File: src/rtl/irq_controller.sv
// irq_controller: 16-line interrupt controller for the Nandy CPU.
// Rising edges on irq_in set bits in a pending register. A software mask gates
// which pending lines can be selected. The highest-numbered active line is
// presented to the CPU through a req/ack handshake. No further request is
// presented until the CPU signals end-of-interrupt (eoi).
module irq_controller #(
  parameter int               WIDTH      = 16,
  parameter logic [WIDTH-1:0] VEC_BASE   = WIDTH'('h0040),
  parameter logic [WIDTH-1:0] VEC_STRIDE = WIDTH'('h0004)
) (
  input  logic             clk,
  input  logic             rst_n,
  input  logic [15:0]      irq_in,
  input  logic             mask_wr,
  input  logic [15:0]      mask_wdata,
  output logic [15:0]      mask,
  output logic [15:0]      pending,
  output logic             irq_req,
  output logic [3:0]       irq_id,
  output logic [WIDTH-1:0] irq_vec,
  input  logic             irq_ack,
  input  logic             eoi,
  output logic             busy
);

  typedef enum logic [1:0] {
    ST_IDLE    = 2'd0,
    ST_REQ     = 2'd1,
    ST_SERVICE = 2'd2
  } state_t;

  state_t      state_reg;
  state_t      state_next;
  logic [15:0] pending_reg;
  logic [15:0] pending_next;
  logic [15:0] mask_reg;
  logic [15:0] mask_next;
  logic [15:0] irq_in_q_reg;
  logic [3:0]  irq_id_reg;
  logic [3:0]  irq_id_next;

  logic [15:0] rise;
  logic [15:0] clr;
  logic [15:0] active;
  logic [3:0]  sel;
  logic        any_active;
  logic        clr_en;

  // Per-line edge detect and pending update. A new edge on a line wins over
  // the acknowledge clear of that same line, so a request is never lost.
  genvar gi;
  generate
    for (gi = 0; gi < 16; gi++) begin : g_line
      assign rise[gi]         = irq_in[gi] & ~irq_in_q_reg[gi];
      assign clr[gi]          = clr_en & (irq_id_reg == 4'(gi));
      assign pending_next[gi] = (pending_reg[gi] & ~clr[gi]) | rise[gi];
      assign active[gi]       = pending_reg[gi] & mask_reg[gi];
    end
  endgenerate

  // Mask register load; takes effect on the following cycle's selection.
  assign mask_next = mask_wr ? mask_wdata : mask_reg;

  // 16:4 priority encode, bit 15 has the highest priority (last match wins).
  always_comb begin
    sel        = 4'd0;
    any_active = |active;
    for (int i = 0; i < 16; i++) begin
      if (active[i]) begin
        sel = 4'(i);
      end
    end
  end

  // Handshake FSM next-state logic; irq_id only changes when leaving IDLE.
  always_comb begin
    state_next  = state_reg;
    irq_id_next = irq_id_reg;
    clr_en      = 1'b0;
    unique case (state_reg)
      ST_IDLE: begin
        if (any_active) begin
          state_next  = ST_REQ;
          irq_id_next = sel;
        end
      end
      ST_REQ: begin
        // ack takes precedence; a simultaneous eoi is meaningless here
        if (irq_ack) begin
          state_next = ST_SERVICE;
          clr_en     = 1'b1;
        end
      end
      ST_SERVICE: begin
        if (eoi) begin
          state_next = ST_IDLE;
        end
      end
      default: begin
        state_next = ST_IDLE;
      end
    endcase
  end

  // State, pending, mask, edge-detect and id registers.
  always_ff @(posedge clk or negedge rst_n) begin
    if (!rst_n) begin
      state_reg    <= ST_IDLE;
      pending_reg  <= 16'h0000;
      mask_reg     <= 16'h0000;
      irq_in_q_reg <= 16'h0000;
      irq_id_reg   <= 4'd0;
    end else begin
      state_reg    <= state_next;
      pending_reg  <= pending_next;
      mask_reg     <= mask_next;
      irq_in_q_reg <= irq_in;
      irq_id_reg   <= irq_id_next;
    end
  end

  // Outputs decoded purely from registered state and id.
  assign mask    = mask_reg;
  assign pending = pending_reg;
  assign irq_id  = irq_id_reg;
  assign irq_req = (state_reg == ST_REQ);
  assign busy    = (state_reg == ST_SERVICE);
  assign irq_vec = VEC_BASE + WIDTH'(irq_id_reg) * VEC_STRIDE;

endmodule

File: config.mk
export PLATFORM = sky130hd
export DESIGN_NAME = irq_controller
export DESIGN_NICKNAME = d
export VERILOG_FILES = /design/src/rtl/irq_controller.sv
export SDC_FILE = /design/constraint.sdc
export NUM_CORES = 1
export LEC_CHECK = 0
export BUFFER_PORTS_ARGS = -buffer_cell sky130_fd_sc_hd__buf_2
export CORE_MARGIN = 3
export CORE_UTILIZATION = 52
export DETAILED_ROUTE_END_ITERATION = 10
export PLACE_DENSITY = 0.87
export SLEW_MARGIN = 20
export SYNTH_ARGS = -nofsm -noshare
export SYNTH_HDL_FRONTEND = slang
export SYNTH_SLANG_ARGS = --single-unit
File: constraint.sdc
create_clock -name clk -period 4.1 [get_ports clk]
set_clock_uncertainty 0.2 [all_clocks]
set_input_delay 0.41 -clock clk [delete_from_list [all_inputs] [get_ports clk]]
set_output_delay 0.41 -clock clk [all_outputs]
set_load 0.005 [all_outputs]
==> out/qor.yml <==
sta:
  period_minus_slack_ns: 1.88
  fin_tns_setup_ns: 0
  rsz0062_at_grt: "false"
  timing.hold.ws_ns: 0.00435
  setup_viol: 0
  slew_violations: 0
  max_freq_mhz: 531
  tightest_slew_ns: 0.667
  fin_crit_sh: 0.459
  hold_violations: 0
  max_slew_margin: 0.555
placed_design:
  placed_cells: 320
  io_buffers: 78
  placed_area_um2: 2690
  gp_congestion: 0.831
  dp_hpwl_mm: 3.98
pwr:
  switching_share: 0.326
  internal-power_uw: 940
  p_clk_frac: 0.219
  power_density_nw_per_um2: 500
  seqPwrFrac: 0.503
  combinationalPowerShare: 0.278
  p_total_mw: 1.39
  power.switching_uw: 454
  worst_ir_drop_vdd_uv: 272
  p_leak_nw: 1.33
grt:
  grt_max_degree: 55
  grt_pass1_wl_mm: 8.22
  antenna_found_initial: 0
  grt_overflow: 0
  first_global_vias: 1704
  gr-usage-all-layers: 0.205
layout:
  n_antenna_cell: 0
  finalNonFillerCells: 328
  fin_nets: 314
  syn_to_final_growth_pct: 20.0
  drive_above_1_share: 0.424
  fin_area_um2: 2790
  fill_cells: 334
clock_tree:
  cts_resized: 0
  clk_latency_ns: 0.31
  clockBufferDepth: 2
  cts_sinks: 54
  post_cts_buffers: 0
  cts_made_buffers: 5
  cts_tree: "built"
  root_buffer: "clkbuf_8"
  cts.clk_slew.worst_paths_ns: 0.09
  htree_levels: 2
  hold_buffers: 0
route:
  detail-route-antenna-nets: 0
  wl_met2_mm: 2.59
  viasPerCell: 5.36
  drc: 0
  route.met3.wl_um: 334
  drt_iter0_drc: 129
  dr.pass1.iters: 4
  wl_per_cell_um: 15.7
  vias: 1759
  routed.top_layer: "met4"
  routed_wl_mm: 5.16
  drt-met1-wl_mm: 2.05
worst_setup_path:
  cp.required_ns: 4.10
  rr_startpoint: "pending[13]"
  end_kind: "register"
  timing.rr.end: "irq_id[1]"
  reg2reg_slack_ns: 2.22
  crit_path_max_fanout: 4
  crit_arrival_ns: 1.88
  start_kind: "register"
  worstSetupPathType: "register to register"
  reg2reg_depth: 5
synthesis:
  yosysSeqAreaShare: 0.581
  yosys_warnings: 0
  avgSynthCellArea_um2: 11.7
  synth-edff-count: 0
  synth_cell_types: 32
  synth_top_flop_cell: "dfrtp_1"
  synth_seq_cells: 54
  synthArstFlopShare: 1.00
  yosysTopAreaCell: "dfrtp_1"
  synthCells: 199
  synth_top_area_frac: 0.581
  synth_area_leaders: "dfrtp_1 58%, o21ai_0 8.0%, mux2_2 7.8%, buf_4 5.2%, inv_1 2.9%"
  yosysMostFrequentCell: "dfrtp_1"
  synth.cell_area_um2: 2320
  netlist_top_cells_count: "54 x dfrtp_1, 37 x o21ai_0, 18 x inv_1"
floorplanning:
  num_io_pins: 91
  rows: 23
  die_width_um: 72.9
  core_area_um2: 4140
  die-area_um2: 5310
  start_util: 0.561
  die_h_um: 72.9
worst_hold_path:
  hold_class: "input pin to asynchronous set/reset pin"
run_status:
  status: "finished clean"
job:
  drv_cap: 0
-- worst max-delay path by stage --
stage / from / end / slack (ns) / cells after the start
after floorplan: pending[13] / irq_id[0] / 2.28 / 5
after global placement: pending[13] / irq_id[1] / 2.27 / 5
after detailed placement: pending[13] / irq_id[1] / 2.22 / 5
after CTS: pending[13] / irq_id[1] / 2.21 / 5
after global routing: mask[13] / irq_id[1] / 2.13 / 5
final: pending[13] / irq_id[1] / 2.22 / 5
-- metrics by stage --
step	util	setup WS [ns]
after detailed placement	0.650	2.22
after floorplan	-	2.28
after global placement	0.650	2.27
after global routing	0.673	2.13
final	0.673	2.22
after CTS	0.673	2.21
-- metal layers --
| layer | track usage | vias up |
|---|---|---|
| met2 | 0.335 | 75 |
| met3 | 0.0399 | 16 |
| li1 | - | 809 |
| met4 | 0.119 | 0 |
| met5 | 0 | - |
| met1 | 0.253 | 859 |
-- area by class of cell --
type                       instances  area (um^2)  share of cell area
multi-input combinational        119          815               0.292
sequential                        54         1350               0.485
clock inverter                     2         12.5             0.00449
tap                               50         62.6              0.0224
clock buffer                       6         82.6              0.0296
inverter                          18         67.6              0.0242
timing repair buffer              79          398               0.143
-- critical path: stages, from the launching register on --
cell	delay (ns)
dfrtp_1	0.41
and2_4	0.17
a21o_4	0.20
nor4b_4	0.30
a21o_4	0.19
mux2_4	0.30
-- kinds of logic (layout without fill, tap and decap cells) --
group / count (synthesis) / count (layout) / share of synthesized area
flip-flops: 54 / 54 / 0.581
AO/OA/AOI/OAI: 53 / 53 / 0.144
multiplexers: 19 / 19 / 0.0969
buffers and inverters: 36 / 105 / 0.0845
AND/OR/NAND/NOR: 35 / 35 / 0.0904
other: 2 / 12 / 0.00323
-- placed cells by master (no fill, tap or decap) --
master      netlist  final
a21o_4            2      2
a21oi_1           1      1
a222oi_1          1      1
a22o_1            1      1
a22o_2            2      2
a22oi_1           1      1
a31o_2            1      1
a32oi_1           3      3
and2_1            1      1
and2_4            1      1
and2b_1           1      1
buf_2             1     78
buf_4            16      1
clkbuf_8          0      6
clkinv_2          0      1
clkinvlp_4        0      1
conb_1            2     12
dfrtp_1          54     54
inv_1            18     18
mux2_2           16     16
mux2_4            3      3
nand2_1          14     14
nand2b_1          5      5
nand3_1           4      4
nor2_1            2      2
nor4_4            1      1
nor4b_4           1      1
o211a_1           1      1
o211ai_1          1      1
o21ai_0          37     37
o21bai_1          1      1
o31ai_1           1      1
or2_2             4      4
or3_1             1      1
-- power by group through the flow --
stage	registers (mW)	logic [mW]	clock network [mW]
floorplan	0.690	0.251	0
global placement	0.701	0.378	0
detailed placement	0.708	0.390	0
CTS	0.698	0.393	0.311
global route	0.713	0.431	0.331
finish	0.701	0.388	0.305
Note: power is estimated with default switching activity, not from simulation.
